$ cat config.mk
export PLATFORM = sky130hd
export DESIGN_NAME = relm_custom_mul
export DESIGN_NICKNAME = d
export VERILOG_FILES = /design/src/rtl/relm_custom_mul.sv
export SDC_FILE = /design/constraint.sdc
export NUM_CORES = 1
export LEC_CHECK = 0
export CORE_UTILIZATION = 35
export CTS_CLUSTER_DIAMETER = 200
export DETAILED_ROUTE_END_ITERATION = 10
export GPL_ROUTABILITY_DRIVEN = 1
export HOLD_SLACK_MARGIN = 0.05
export PLACE_DENSITY = 0.55
export SLEW_MARGIN = 20
export SYNTH_ARGS = -nofsm -noshare
export SYNTH_HDL_FRONTEND = slang
export SYNTH_SLANG_ARGS = --single-unit
$ cat constraint.sdc
create_clock -name clk -period 4.3 [get_ports clk]
set_clock_uncertainty 0.1 [all_clocks]
set_input_delay 0.645 -clock clk [delete_from_list [all_inputs] [get_ports clk]]
set_output_delay 0.645 -clock clk [all_outputs]
set_load 0.05 [all_outputs]
$ cat src/rtl/relm_custom_mul.sv
// Sequential radix-4 multiplier for the ReLM custom-op datapath: 2*WD-bit product, 2 bits per step.
// Optional RELM_MUL_SIGNED_EN builds the abs/negate path for two's-complement operands.
module relm_custom_mul #(
  parameter int unsigned WD   = 32,
  parameter int unsigned WCNT = 5
) (
  input  logic          clk,
  input  logic          reset,
  input  logic          start_in,
  input  logic [WD-1:0] a_in,
  input  logic [WD-1:0] b_in,
  input  logic          signed_in,
  output logic          busy_out,
  output logic          done_out,
  output logic [WD-1:0] lo_out,
  output logic [WD-1:0] hi_out
);

  localparam int unsigned WA = 2 * WD + 2;
  localparam logic [WCNT-1:0] CntLast = WCNT'(WD / 2 - 1);

  typedef enum logic [1:0] {StIdle, StRun, StDone} state_e;

  state_e          state_q;
  logic [WD+1:0]   m1_q, m3_q;
  logic [WA-1:0]   acc_q;
  logic [WCNT-1:0] cnt_q;
  logic            neg_q;

  logic [WD-1:0]   mag_a, mag_b;
  logic            neg_load;
  logic [WD+1:0]   m1_load, m3_load;
  logic [WD+1:0]   addend, upper;
  logic [WA-1:0]   acc_next;
  logic [2*WD-1:0] prod, result;

`ifdef RELM_MUL_SIGNED_EN
  logic sgn_a, sgn_b;

  always_comb begin
    sgn_a    = signed_in & a_in[WD-1];
    sgn_b    = signed_in & b_in[WD-1];
    // Negating the most-negative value wraps back to 2**(WD-1), which is its unsigned magnitude.
    mag_a    = sgn_a ? (~a_in + WD'(1)) : a_in;
    mag_b    = sgn_b ? (~b_in + WD'(1)) : b_in;
    neg_load = (sgn_a ^ sgn_b) & (|a_in) & (|b_in);
    result   = neg_q ? (~prod + (2 * WD)'(1)) : prod;
  end
`else
  logic unused_sig;

  always_comb begin
    mag_a    = a_in;
    mag_b    = b_in;
    neg_load = 1'b0;
    result   = prod;
  end

  assign unused_sig = signed_in ^ neg_q;
`endif

  always_comb begin
    m1_load = {2'b00, mag_a};
    m3_load = {2'b00, mag_a} + {1'b0, mag_a, 1'b0};
    unique case (acc_q[1:0])
      2'b00:   addend = '0;
      2'b01:   addend = m1_q;
      2'b10:   addend = {m1_q[WD:0], 1'b0};
      default: addend = m3_q;
    endcase
    upper    = acc_q[WA-1:WD] + addend;
    acc_next = {2'b00, upper, acc_q[WD-1:2]};
    prod     = acc_next[2*WD-1:0];
  end

  always_ff @(posedge clk) begin
    if (reset) begin
      state_q  <= StIdle;
      busy_out <= 1'b0;
      done_out <= 1'b0;
      lo_out   <= '0;
      hi_out   <= '0;
      cnt_q    <= '0;
      acc_q    <= '0;
      m1_q     <= '0;
      m3_q     <= '0;
      neg_q    <= 1'b0;
    end else begin
      done_out <= 1'b0;
      unique case (state_q)
        StIdle, StDone: begin
          if (start_in) begin
            state_q  <= StRun;
            busy_out <= 1'b1;
            m1_q     <= m1_load;
            m3_q     <= m3_load;
            acc_q    <= {{(WD + 2){1'b0}}, mag_b};
            cnt_q    <= CntLast;
            neg_q    <= neg_load;
          end else begin
            state_q <= StIdle;
          end
        end
        StRun: begin
          acc_q <= acc_next;
          if (cnt_q == '0) begin
            // Last step: publish the finished product straight from the final sum.
            state_q  <= StDone;
            busy_out <= 1'b0;
            done_out <= 1'b1;
            hi_out   <= result[2*WD-1:WD];
            lo_out   <= result[WD-1:0];
          end else begin
            cnt_q <= cnt_q - WCNT'(1);
          end
        end
        default: state_q <= StIdle;
      endcase
    end
  end

endmodule
# --- Yosys cells after proc, flatten, opt, wreduce, memory -nomap -nowiden ---
# Index checks and enable logic that the tools add are counted.
op_classes:
  add_sub_neg: 3
  n_eq_ne: 7
  mux: 13
  bitwise_logic: 1
  reduce_logical: 11
op_table:
  columns: ["cell", "count"]
  rows:
  - ["case mux 66 bit (2 select lines)", 1]
  - ["case mux 34 bit (3 select lines)", 1]
  - ["two-way mux 66 bit", 1]
  - ["adder 32 x 33 -> 34 bit", 1]
  - ["adder 34 bit", 1]
  - ["two-way mux 5 bit", 2]
  - ["case mux 5 bit (2 select lines)", 1]
  - ["!= test 2 bit (second input constant)", 3]
  - ["AND reduction 2 bit", 3]
  - ["AND reduction 3 bit", 2]
  - ["zero test 5 bit", 1]
  - ["subtractor 5 x 1 -> 5 bit (second input constant)", 1]
  - ["== test 2 x 1 -> 1 bit (second input constant)", 2]
  - ["== test 2 bit (second input constant)", 2]
  - ["zero test 2 bit", 2]
  - ["two-way mux 1 bit", 4]
  - ["case mux 2 bit (2 select lines)", 1]
  - ["OR reduction 2 bit", 2]
  - ["two-way mux 2 bit", 1]
  - ["case mux 1 bit (2 select lines)", 1]
  - ["nonzero test 2 bit", 1]
  - ["NOT 1 bit", 1]
word_totals:
  ff_bits: 205
  inputBits: 68
  output_inout_bits: 66
  elab_cells: 44

# --- Logic depth before layout (Yosys ltp) ---
# Gate-level depths: netlist of the first run.
depth:
  ltp_word: 4
  depth_mapped: 14
  mapped_depth_nobuf: 12

# --- Least setup slack after synthesis of the first run ---
# Ideal clock, no wire load.
synth_path:
  path_type: "reg2reg"
  startpoint: "register acc_q[1]"
  endpoint: "register hi_out[31]"
  setup_ps: 132
  arrival_ps: 3413
  t_required_ps: 4068
  setup_slack_ps: 655
  path_stages_with_launch: 14
  synth_period_minus_slack_ps: 3645
  cell_sequence: "dfxtp_1 > clkbuf_1 > clkbuf_1 > mux2_2 > a22o_1 > ha_1 > nand3_2 > nor4_2 > nor4_4 > o41ai_4 > a221oi_2 > o22a_2 > xnor2_1 > a21oi_1"
synth_between:
  elab_chain_len: 3
  elab_cells_between_ends: 5
  classes_between: "add/sub: 1; eq/ne: 2; mux: 1; reduce/logical: 1"
synth_rtl:
  columns: ["element", "line", "source"]
  rows:
  - ["start, declared", "26", "logic [WA-1:0] acc_q;"]
  - ["start signal, assigned", "97", "acc_q <= {{(WD + 2){1'b0}}, mag_b};"]
  - ["start signal, assigned", "105", "acc_q <= acc_next;"]
  - ["== test 2 bit, or another cell as far along", "65", "unique case (acc_q[1:0])"]
  - ["case mux 34 bit (3 select lines) *", "65", null]
  - ["adder 34 bit *", "71", "upper = acc_q[WA-1:WD] + addend;"]
  - ["end signal, assigned", "111", "hi_out <= result[2*WD-1:WD];"]
  - ["end, declared", "16", "output logic [WD-1:0] hi_out"]
# Mark *: on every way between the ends. The rest lies on a longest branch, timed or not.
# A chain may end at the register's enable or synchronous reset.

# --- Worst setup path in the final report of the first run ---
layout_path:
  startpoint: "register acc_q[1]"
  endpoint: "register acc_q[59]"
layout_between:
  elab_chain_len: 4
  elab_cells_between_ends: 6
  classes_between: "add/sub: 1; eq/ne: 2; mux: 2; reduce/logical: 1"
layout_rtl:
  columns: ["element", "line", "source"]
  rows:
  - ["== test 2 bit, or another cell as far along", "65", null]
  - ["case mux 34 bit (3 select lines) *", "65", null]
  - ["adder 34 bit *", "71", null]
  - ["case mux 66 bit (2 select lines) *", "90", "unique case (state_q)"]
# Marks and branches as above.

==> reports/results.txt, run 1 <==
met2 WL: 13480 um
Critical Path End Type: flop
number of port buffers: 132
clock share of power: 38.9%
Critical Path AT: 4040 ps
DRT iter0 DRCs: 608
MaxCap Viol Count: 0
Ports: 134
Starting Density: 35.95%
Worst Hold Class: reg -> reg
total track usage: 19.11%
Crit path required time: 4600 ps
Main synth FF type: dfxtp_1
sequential-to-total area share from yosys stat: 36.29%
largest net degree at the start of global routing: 66
met3 WL post-DR: 1173 um
Core Footprint: 30990 um^2
Chip Height: 180.4 um
Synth Area in Compound Gates: 25.56%
global route overflow: 0
cell count of the worst reg-to-reg path: 12
cts repair resizes: 0
Avg Inst Size Synth: 8.091 um^2
maximum vdd drop: 0.0002401 V
outcome: completed
drt wl/cell: 16.82 um
layout cells sized above 1: 7.989%
P&R area growth vs syn: 21.74%
die extent in x: 180.4 um
Post-synth ARST share: 0%
design area: 13560 um^2
pre-CTS WS: 394.4 ps
combinational cell fraction of total power: 19.2%
highest routed layer: met4
via count: 9953
Post-Syn Instances: 1377
wire length on met1: 16450 um
H-tree levels: 1
# setup viols final: 0
clk slew on worst S/H paths: 60 ps
fill count: 3125
post-synth design cell area: 11140 um^2
Root Driver: clkbuf_16
Slew Viols, Final: 0
RSZ-0062 raised after global routing: no
final period utilization: 87.05%
post-synthesis mux area share: 3.504%
Inst Count DP: 1837
Seq cells post-synth: 202
static leakage: 0.005448 uW
Post-DP HPWL: 23070 um
internal power: 3516 uW
Routability Congestion: 0.8697
# Post-CTS Setup Buffers: 0
Non-Filler Instances: 1873
switching pwr: 1401 uW
largest family of logic cells by synthesized area: compound AO/OA/AOI/OAI gates
Post-DRT Antenna Nets: 0
DP Area: 12830 um^2
DRC Markers: 0
Rel. slew slack: 35.20%
CTS Sinks: 202
highest clock rate: 267.2 MHz
drt pass-1 iters: 5
pin slew with the least headroom to its limit: 968.4 ps
Pwr Density: 362.5 nW/um^2
Post-Syn Nets: 1514
antenna violations before repair: 0
Final WS setup: 556.9 ps
Post-Synth Simple-Gate Area: 18.27%
CTS buffer count: 22
first-pass GRT wire length: 51330 um
Synth Area in XOR/XNOR: 4.638%
post-synthesis adder-cell area fraction: 7.883%
top fanout value on the critical path: 36
final hold vios: 0
Clock Latency Late Sink: 500 ps
Synth warnings: 0
CTS Buffer Depth: 3
Crit Path Category: reg -> reg
Antenna Cells: 0
post-synthesis cell type count: 72
Hold Path Stages: 2
Startpoint Class: flop
net count reported at finish: 1602
area of the multi-input gates: 6695 um^2
hold_buf cts: 0
Net Sw Frac: 28.49%
drt total wl: 31500 um
sequential cell area: 4044 um^2
CTS tree: done
min Tclk post-route: 3743 ps
vias in the first global route: 9442
Via-to-Cell Ratio: 5.314
# rows: 64
setup TNS: 0 ps
overall die area: 32550 um^2
Post-synth EDFFs: 0
Flop pwr share: 42.0%
-- power groups by stage --
stage | sequential, uW | combinational (uW) | clock (uW)
floorplan | 2120 | 617 | 0
global placement | 2100 | 933 | 0
detailed placement | 2100 | 941 | 0
CTS | 2060 | 945 | 1970
global route | 2080 | 1040 | 2040
finish | 2060 | 942 | 1910
-- critical path, cell delays in order, from the launching register on --
cell	delay, ps
dfxtp_1	350
buf_12	220
mux2_2	360
a22o_1	220
ha_1	400
a21oi_1	160
o21ai_1	130
nor4_4	470
o41ai_4	170
a221oi_2	530
o21ai_2	160
xnor2_1	140
a22o_1	210
-- path summary, 6_finish.rpt --
kind	slack [ps]	endpoint	startpoint
max	560	acc_q[59]$_SDFFE_PP0P_	acc_q[1]$_SDFFE_PP0P_
min	350	m3_q[1]$_SDFFE_PP0P_	m3_q[1]$_SDFFE_PP0P_
min reg2reg	350	m3_q[1]$_SDFFE_PP0P_	m3_q[1]$_SDFFE_PP0P_
max reg2reg	560	acc_q[59]$_SDFFE_PP0P_	acc_q[1]$_SDFFE_PP0P_
-- registers in the layout, indices dropped and copies added, names as in the netlist --
signal	cells
lo_out	32
busy_out	1
m1_q	31
hi_out	32
m3_q	34
acc_q	64
state_q	2
done_out	1
cnt_q	5
-- Yosys cell counts, types with 13 or more instances --
master / n / area [um^2]
nand2_1: 263 / 987.2
dfxtp_1: 202 / 4044
a21oi_1: 163 / 815.8
nor2_1: 87 / 326.6
clkbuf_1: 85 / 319.1
ha_1: 67 / 838.3
a22o_1: 58 / 508.0
nor3_1: 46 / 230.2
a21o_1: 39 / 292.8
o21ai_0: 33 / 165.2
xnor2_1: 33 / 289.0
mux2_2: 32 / 360.4
o22ai_1: 27 / 168.9
xor2_1: 26 / 227.7
inv_1: 23 / 86.33
nand3_1: 22 / 110.1
a22oi_1: 13 / 97.59
-- kinds of logic after synthesis --
| family | after synthesis |
|---|---|
| adder cells (fa/ha/maj) | 69 |
| AO/OA/AOI/OAI | 426 |
| flip-flops | 202 |
| multiplexers | 35 |
| XOR/XNOR | 59 |
| buffers and inverters | 114 |
| AND/OR/NAND/NOR | 472 |
-- placed cells by master, fill, tap and decap left out, types with 5 or more instances in the layout --
cell type        count
dfxtp_1            202
nor2b_1              5
clkbuf_16           23
a211oi_1            12
and2_1               6
o21a_1               9
a31oi_1             12
a21oi_1            163
nand2b_1             6
xnor2_1             33
buf_4               22
a22o_1              58
inv_1               23
nand4_1             10
ha_1                67
nand2_1            262
nor3_1              45
o31ai_1              9
nor2_1              86
clkdlybuf4s50_1    131
a21o_1              39
o21ai_0             33
nand3_1             22
o22ai_1             27
xor2_1              26
and3_1               5
o21bai_1             9
mux2_2              32
a22oi_1             13
-- stage by stage --
| stage | utilization, % | hold WS, ps | total power (uW) |
|---|---|---|---|
| after floorplan | - | 328.4 | 2734 |
| after global placement | 41.42 | 338.7 | 3035 |
| after detailed placement | 41.42 | 345.5 | 3045 |
| after CTS | 43.76 | 353.6 | 4981 |
| after global routing | 43.77 | 369.0 | 5159 |
| final | 43.77 | 351.6 | 4917 |
-- layer usage --
metal | up-vias | global-route usage [%]
li1 | 5096 | -
met1 | 4653 | 28.96
met2 | 177 | 28.99
met3 | 27 | 2.061
met4 | 0 | 3.624
met5 | - | 0
-- layout make-up --
| cell class | count | share of cell area, % |
|---|---|---|
| clock buffers | 29 | 4.704 |
| clock inverters | 7 | 0.6549 |
| flip-flops and latches | 202 | 29.81 |
| inverters | 23 | 0.6365 |
| multi-input cells | 1061 | 49.36 |
| repair buffers | 155 | 11.18 |
| well taps | 396 | 3.653 |
Power figures use the tool's default switching activity.
==> run 2, diff against run 1 <==
--- a/config.mk
+++ b/config.mk
@@ -5,6 +5,8 @@
 export SDC_FILE = /design/constraint.sdc
 export NUM_CORES = 1
 export LEC_CHECK = 0
+export ABC_AREA = 1
+export CORE_MARGIN = 2
 export CORE_UTILIZATION = 35
 export CTS_CLUSTER_DIAMETER = 200
 export DETAILED_ROUTE_END_ITERATION = 10
==> reports/results.txt, run 2 <==
Post-Syn Nets: 1992
Post-DP HPWL: 30470 um
Antenna Cells: 0
Chip Height: 191.7 um
DRC Markers: 0
ranking of synthesized cells by area: dfxtp_1 (33%), nand2_1 (13%), inv_1 (7.9%)
most common cell after layout, fill and taps aside: nand2_1
slowest stage delay, CP: 370 ps
largest family of logic cells by synthesized area: simple AND/OR/NAND/NOR gates
pin slew with the least headroom to its limit: 732.4 ps
post-synth design cell area: 12330 um^2
cts repair resizes: 0
CTS Sinks: 202
Inst Count DP: 2394
Starting Density: 35.61%
outcome: completed
Clock Latency Late Sink: 530 ps
Biggest register: acc_q
# Post-CTS Setup Buffers: 0
clk slew on worst S/H paths: 60 ps
cell count of the worst reg-to-reg path: 18
RSZ-0062 raised after global routing: no
Crit path required time: 4630 ps
Post-synth ARST share: 0%
post-synthesis adder-cell area fraction: 7.123%
Worst Hold Class: reg -> reg
number of port buffers: 132
static leakage: 0.006688 uW
Pwr Density: 348.8 nW/um^2
hold_buf cts: 0
setup TNS: 0 ps
top fanout value on the critical path: 23
CTS Buffer Depth: 3
Synth Area in XOR/XNOR: 1.553%
post-synthesis cell type count: 49
drt total wl: 39620 um
CTS buffer count: 25
critical path depth: 18
highest clock rate: 304.4 MHz
# setup viols final: 0
Main synth FF type: dfxtp_1
Synth Area in Compound Gates: 19.56%
sequential-to-total area share from yosys stat: 32.80%
Synth warnings: 0
net count reported at finish: 2103
crit-path cells: buf_4, nand2_1, buf_4, o22ai_1, inv_1, ha_1, nand2_1, nand2_1, a21oi_1, nand2_1, nand2_1, nand3_2, nand2_2, nand3_1, nand2_1, nand2_1, nand2_1, inv_1
CP top delay family: simple AND/OR/NAND/NOR gates
Worst setup endpoint: hi_out[31]$_SDFFE_PP0P_
via count: 12310
final hold vios: 0
Worst R2R End: hi_out[31]$_SDFFE_PP0P_
WP buf/inv: 4
Ports: 134
Post-DRT Antenna Nets: 0
Root Driver: clkbuf_16
Critical Path End Type: flop
drt pass-1 iters: 5
drt wl/cell: 16.26 um
Core Footprint: 34630 um^2
post-synthesis mux area share: 0%
Critical R2R Launch: acc_q[0]$_SDFFE_PP0P_
reg2reg setup slack: 1020 ps
MaxCap Viol Count: 0
area share of the largest cell type after synthesis: 32.80%
Seq cells post-synth: 202
DRT iter0 DRCs: 744
antenna violations before repair: 0
Startpoint Class: flop
final period utilization: 76.39%
layout cells sized above 1: 6.559%
Post-Syn Instances: 1855
min Tclk post-route: 3285 ps
global route overflow: 0
H-tree levels: 1
first-pass GRT wire length: 62290 um
largest net degree at the start of global routing: 59
Avg Inst Size Synth: 6.647 um^2
most common cell in the synthesized netlist: nand2_1
most frequent cells in the layout: nand2_1 (429), inv_1 (258), dfxtp_1 (202)
Crit Path Category: reg -> reg
P&R area growth vs syn: 20.21%
Tot Pwr: 5170 uW
Hold Path Stages: 2
total track usage: 21.35%
# rows: 68
Rel. slew slack: 51.17%
vias in the first global route: 11630
maximum vdd drop: 0.0002677 V
most used cell, CP: nand2_1
Synth top cells by count: nand2_1 (429), inv_1 (258), dfxtp_1 (202)
cell taking the most area after synthesis: dfxtp_1
Crit-path slowest cell: dfxtp_1
Post-Synth Simple-Gate Area: 28.15%
Via-to-Cell Ratio: 5.049
Slew Viols, Final: 0
Critical Path AT: 3620 ps
Regs by FF count: acc_q: 64 flops, m3_q: 34 flops
Post-synth EDFFs: 0
Largest register FFs: 64
Routability Congestion: 0.9099
worst setup path start: acc_q[0]$_SDFFE_PP0P_
die extent in x: 191.7 um
CTS tree: done
overall die area: 36750 um^2
Non-Filler Instances: 2437
[run 2: cell count changes after synthesis, moves of 25 or more]
cell and change:
nand2_1 +166, a221oi_1 +37, a21o_1 -36, xnor2_1 -25, o21ai_1 +35, nand2_2 +25, nor3_1 -30, a22o_1 -53
clkbuf_1 -51, inv_1 +235, nor2_1 +85, mux2_2 -32, o21ai_0 +70, nand3_1 +91
[run 2: worst min-delay path, cell delays in order, from the launching register on]
cell and delay (ps):
dfxtp_1 310, nand2_1 60, nand2_1 40
[run 2: power breakdown]
| group | switching, uW | internal [uW] |
|---|---|---|
| Clock | 827 | 1140 |
| Combinational | 761 | 379 |
| Sequential | 62.4 | 2000 |
[run 2: cell families (layout without fill, tap and decap cells)]
kind of cell | Yosys count | count (layout)
DFF | 202 | 202
AOI/OAI and AO/OA | 411 | 411
buffers and inverters | 343 | 470
and+or+nand+nor | 809 | 809
xor gates and xnor gates | 21 | 21
adders and majority gates | 69 | 69
[run 2: layer usage]
| layer | track usage, % | vias up | wire length [um] |
|---|---|---|---|
| met5 | 0 | - | 0 |
| met4 | 6.006 | 0 | 996 |
| met3 | 2.394 | 48 | 1777 |
| met2 | 35.12 | 259 | 17590 |
| met1 | 29.44 | 5693 | 19260 |
| li1 | - | 6305 | - |
[run 2: worst min-delay path by stage]
stage,from,endpoint,slack [ps]
2_1_floorplan,m3_q[10]$_SDFFE_PP0P_,m3_q[10]$_SDFFE_PP0P_,330
5_1_grt,acc_q[50]$_SDFFE_PP0P_,acc_q[50]$_SDFFE_PP0P_,380
4_1_cts,m3_q[10]$_SDFFE_PP0P_,m3_q[10]$_SDFFE_PP0P_,360
6_report,m3_q[10]$_SDFFE_PP0P_,m3_q[10]$_SDFFE_PP0P_,360
3_3_place_gp,m3_q[10]$_SDFFE_PP0P_,m3_q[10]$_SDFFE_PP0P_,340
3_5_place_dp,m3_q[10]$_SDFFE_PP0P_,m3_q[10]$_SDFFE_PP0P_,350
[run 2: metrics by stage]
stage | hold slack [ps] | setup slack [ps] | util (%) | cell area [um^2]
floorplan | 326.5 | 1649 | - | 12330
global placement | 344.6 | 923.1 | 40.63 | 14070
detailed placement | 346.5 | 872.3 | 40.63 | 14070
CTS | 356.9 | 1069 | 42.81 | 14820
global route | 384.9 | 761.4 | 42.81 | 14820
finish | 357.5 | 1015 | 42.81 | 14820
[run 2: cell type report]
type	count	area, um^2
flip-flops and latches	202	4044
inverters	276	1041
clock buffers	37	710.7
fillers	3661	19810
clock inverters	6	43.79
well taps	455	569.3
repair buffers	151	1459
multi-input cells	1310	6955
==> run 3, diff against run 2 <==
--- a/config.mk
+++ b/config.mk
@@ -12,7 +12,7 @@
 export DETAILED_ROUTE_END_ITERATION = 10
 export GPL_ROUTABILITY_DRIVEN = 1
 export HOLD_SLACK_MARGIN = 0.05
-export PLACE_DENSITY = 0.55
+export PLACE_DENSITY = 0.57
 export SLEW_MARGIN = 20
 export SYNTH_ARGS = -nofsm -noshare
 export SYNTH_HDL_FRONTEND = slang
==> constraint.sdc (replaced) <==
create_clock -name clk -period 2.9 [get_ports clk]
set_clock_uncertainty 0.1 [all_clocks]
set_input_delay 0.435 -clock clk [delete_from_list [all_inputs] [get_ports clk]]
set_output_delay 0.435 -clock clk [all_outputs]
set_load 0.05 [all_outputs]
==> reports/results.txt, run 3 (synthesis results as in run 2) <==
outcome: completed
sequential cell area: 4049 um^2
setup TNS: 0 ps
pre-CTS WS: -106.1 ps
Final WS setup: 103.4 ps
die extent in x: 191.7 um
P&R area growth vs syn: 32.37%
H-tree levels: 1
met3 WL post-DR: 1712 um
Crit path required time: 3260 ps
internal power: 5376 uW
DP Area: 14960 um^2
Largest register FFs: 64
Root Driver: clkbuf_16
vias in the first global route: 12060
Via-to-Cell Ratio: 5.004
highest routed layer: met4
number of port buffers: 132
wire length on met1: 19480 um
CTS tree: done
first-pass GRT wire length: 63780 um
Pwr Density: 484.5 nW/um^2
met2 WL: 18330 um
drt wl/cell: 15.87 um
layout cells sized above 1: 16.18%
static leakage: 0.007328 uW
Chip Height: 191.7 um
Crit-path slowest cell: dfxtp_4
Core Footprint: 34630 um^2
Startpoint Class: flop
Ports: 134
DRC Markers: 0
Post-DRT Antenna Nets: 0
CTS buffer count: 25
top fanout value on the critical path: 10
antenna violations before repair: 0
global route overflow: 0
design area: 16320 um^2
CP top delay family: simple AND/OR/NAND/NOR gates
clk slew on worst S/H paths: 60 ps
RSZ-0062 raised after global routing: yes
clock share of power: 38.1%
Critical Path AT: 3160 ps
Critical Path End Type: flop
switching pwr: 2532 uW
net count reported at finish: 2221
Antenna Cells: 0
combinational cell fraction of total power: 23.2%
Net Sw Frac: 32.02%
Worst Hold Class: in -> reg
DRT iter0 DRCs: 770
most common cell after layout, fill and taps aside: nand2_1
final hold vios: 0
most frequent cells in the layout: nand2_1 (413), inv_1 (253), dfxtp_1 (200)
pin slew with the least headroom to its limit: 813.0 ps
highest clock rate: 357.6 MHz
maximum vdd drop: 0.0004021 V
largest net degree at the start of global routing: 59
final period utilization: 96.43%
# rows: 68
Biggest register: acc_q
drt pass-1 iters: 5
fill count: 3501
worst hold slack: 323.5 ps
Rel. slew slack: 45.74%
crit-path cells: clkinv_1, buf_4, a21oi_1, o22ai_1, buf_4, inv_1, ha_4, buf_4, a21oi_4, nand2_4, nand3_1, nand2_2, nand2_2, nand2_4, nand2_2, nand2_1, nand2_2, nand3_2, a21oi_2
Clock Latency Late Sink: 530 ps
Starting Density: 35.61%
WP buf/inv: 5
Crit Path Category: reg -> reg
Post-DP HPWL: 31400 um
drt total wl: 40590 um
total track usage: 21.74%
MaxCap Viol Count: 0
Slew Viols, Final: 0
Regs by FF count: acc_q: 64 flops, m3_q: 34 flops
# setup viols final: 0
CTS Buffer Depth: 3
via count: 12800
most used cell, CP: nand2_2
Routability Congestion: 0.9025
Final Util: 47.13%
area of the multi-input gates: 7460 um^2
slowest stage delay, CP: 370 ps
min Tclk post-route: 2797 ps
Flop pwr share: 38.7%
overall die area: 36750 um^2
CTS Sinks: 202
[run 3: path summary, 6_finish.rpt]
| path | slack [ps] | endpoint | start | cells after the start |
|---|---|---|---|---|
| worst max register to register | 100 | acc_q[60]$_SDFFE_PP0P_ | acc_q[1]$_SDFFE_PP0P_ | 19 |
| worst max-delay path | 100 | acc_q[60]$_SDFFE_PP0P_ | acc_q[1]$_SDFFE_PP0P_ | 19 |
| worst min register to register | 360 | m3_q[20]$_SDFFE_PP0P_ | m3_q[20]$_SDFFE_PP0P_ | 2 |
| worst min-delay path | 320 | m3_q[20]$_SDFFE_PP0P_ | reset | 4 |
[run 3: final cells by class]
class / instances / share of cell area (%)
well taps: 455 / 3.488
repair buffers: 269 / 14.73
clock buffers: 32 / 4.117
clock inverters: 13 / 0.7512
multi-input cells: 1310 / 45.70
inverters: 276 / 6.401
flip-flops and latches: 202 / 24.81
[run 3: timing repair]
item	CTS	global route
hold buffers	0	0
pin swaps	0	17
gates resized for setup	6	105
setup buffers	0	4
endpoints found under the setup margin	17	51
[run 3: power groups by stage]
stage          combinational, uW  sequential, uW  clock [uW]
4_1_cts                     1790            3060        3070
6_report                    1830            3060        3010
5_1_grt                     2020            3080        3200
3_3_place_gp                1770            3120           0
2_1_floorplan                951            3290           0
3_5_place_dp                1780            3120           0
[run 3: layer usage]
layer | track usage [%] | vias up
met3 | 2.375 | 60
met4 | 5.651 | 0
met1 | 29.38 | 5916
met2 | 36.77 | 278
met5 | 0 | -
li1 | - | 6541
[run 3: tightest hold or removal path: stages]
cell	delay, ps
buf_2	150
nor2_2	170
nand2_1	100
o21ai_1	50
[run 3: stage by stage]
step / instances / total power, uW
global placement: 2508 / 4887
global route: 2557 / 8300
floorplan: 1855 / 4236
finish: 2557 / 7908
CTS: 2553 / 7926
detailed placement: 2508 / 4902
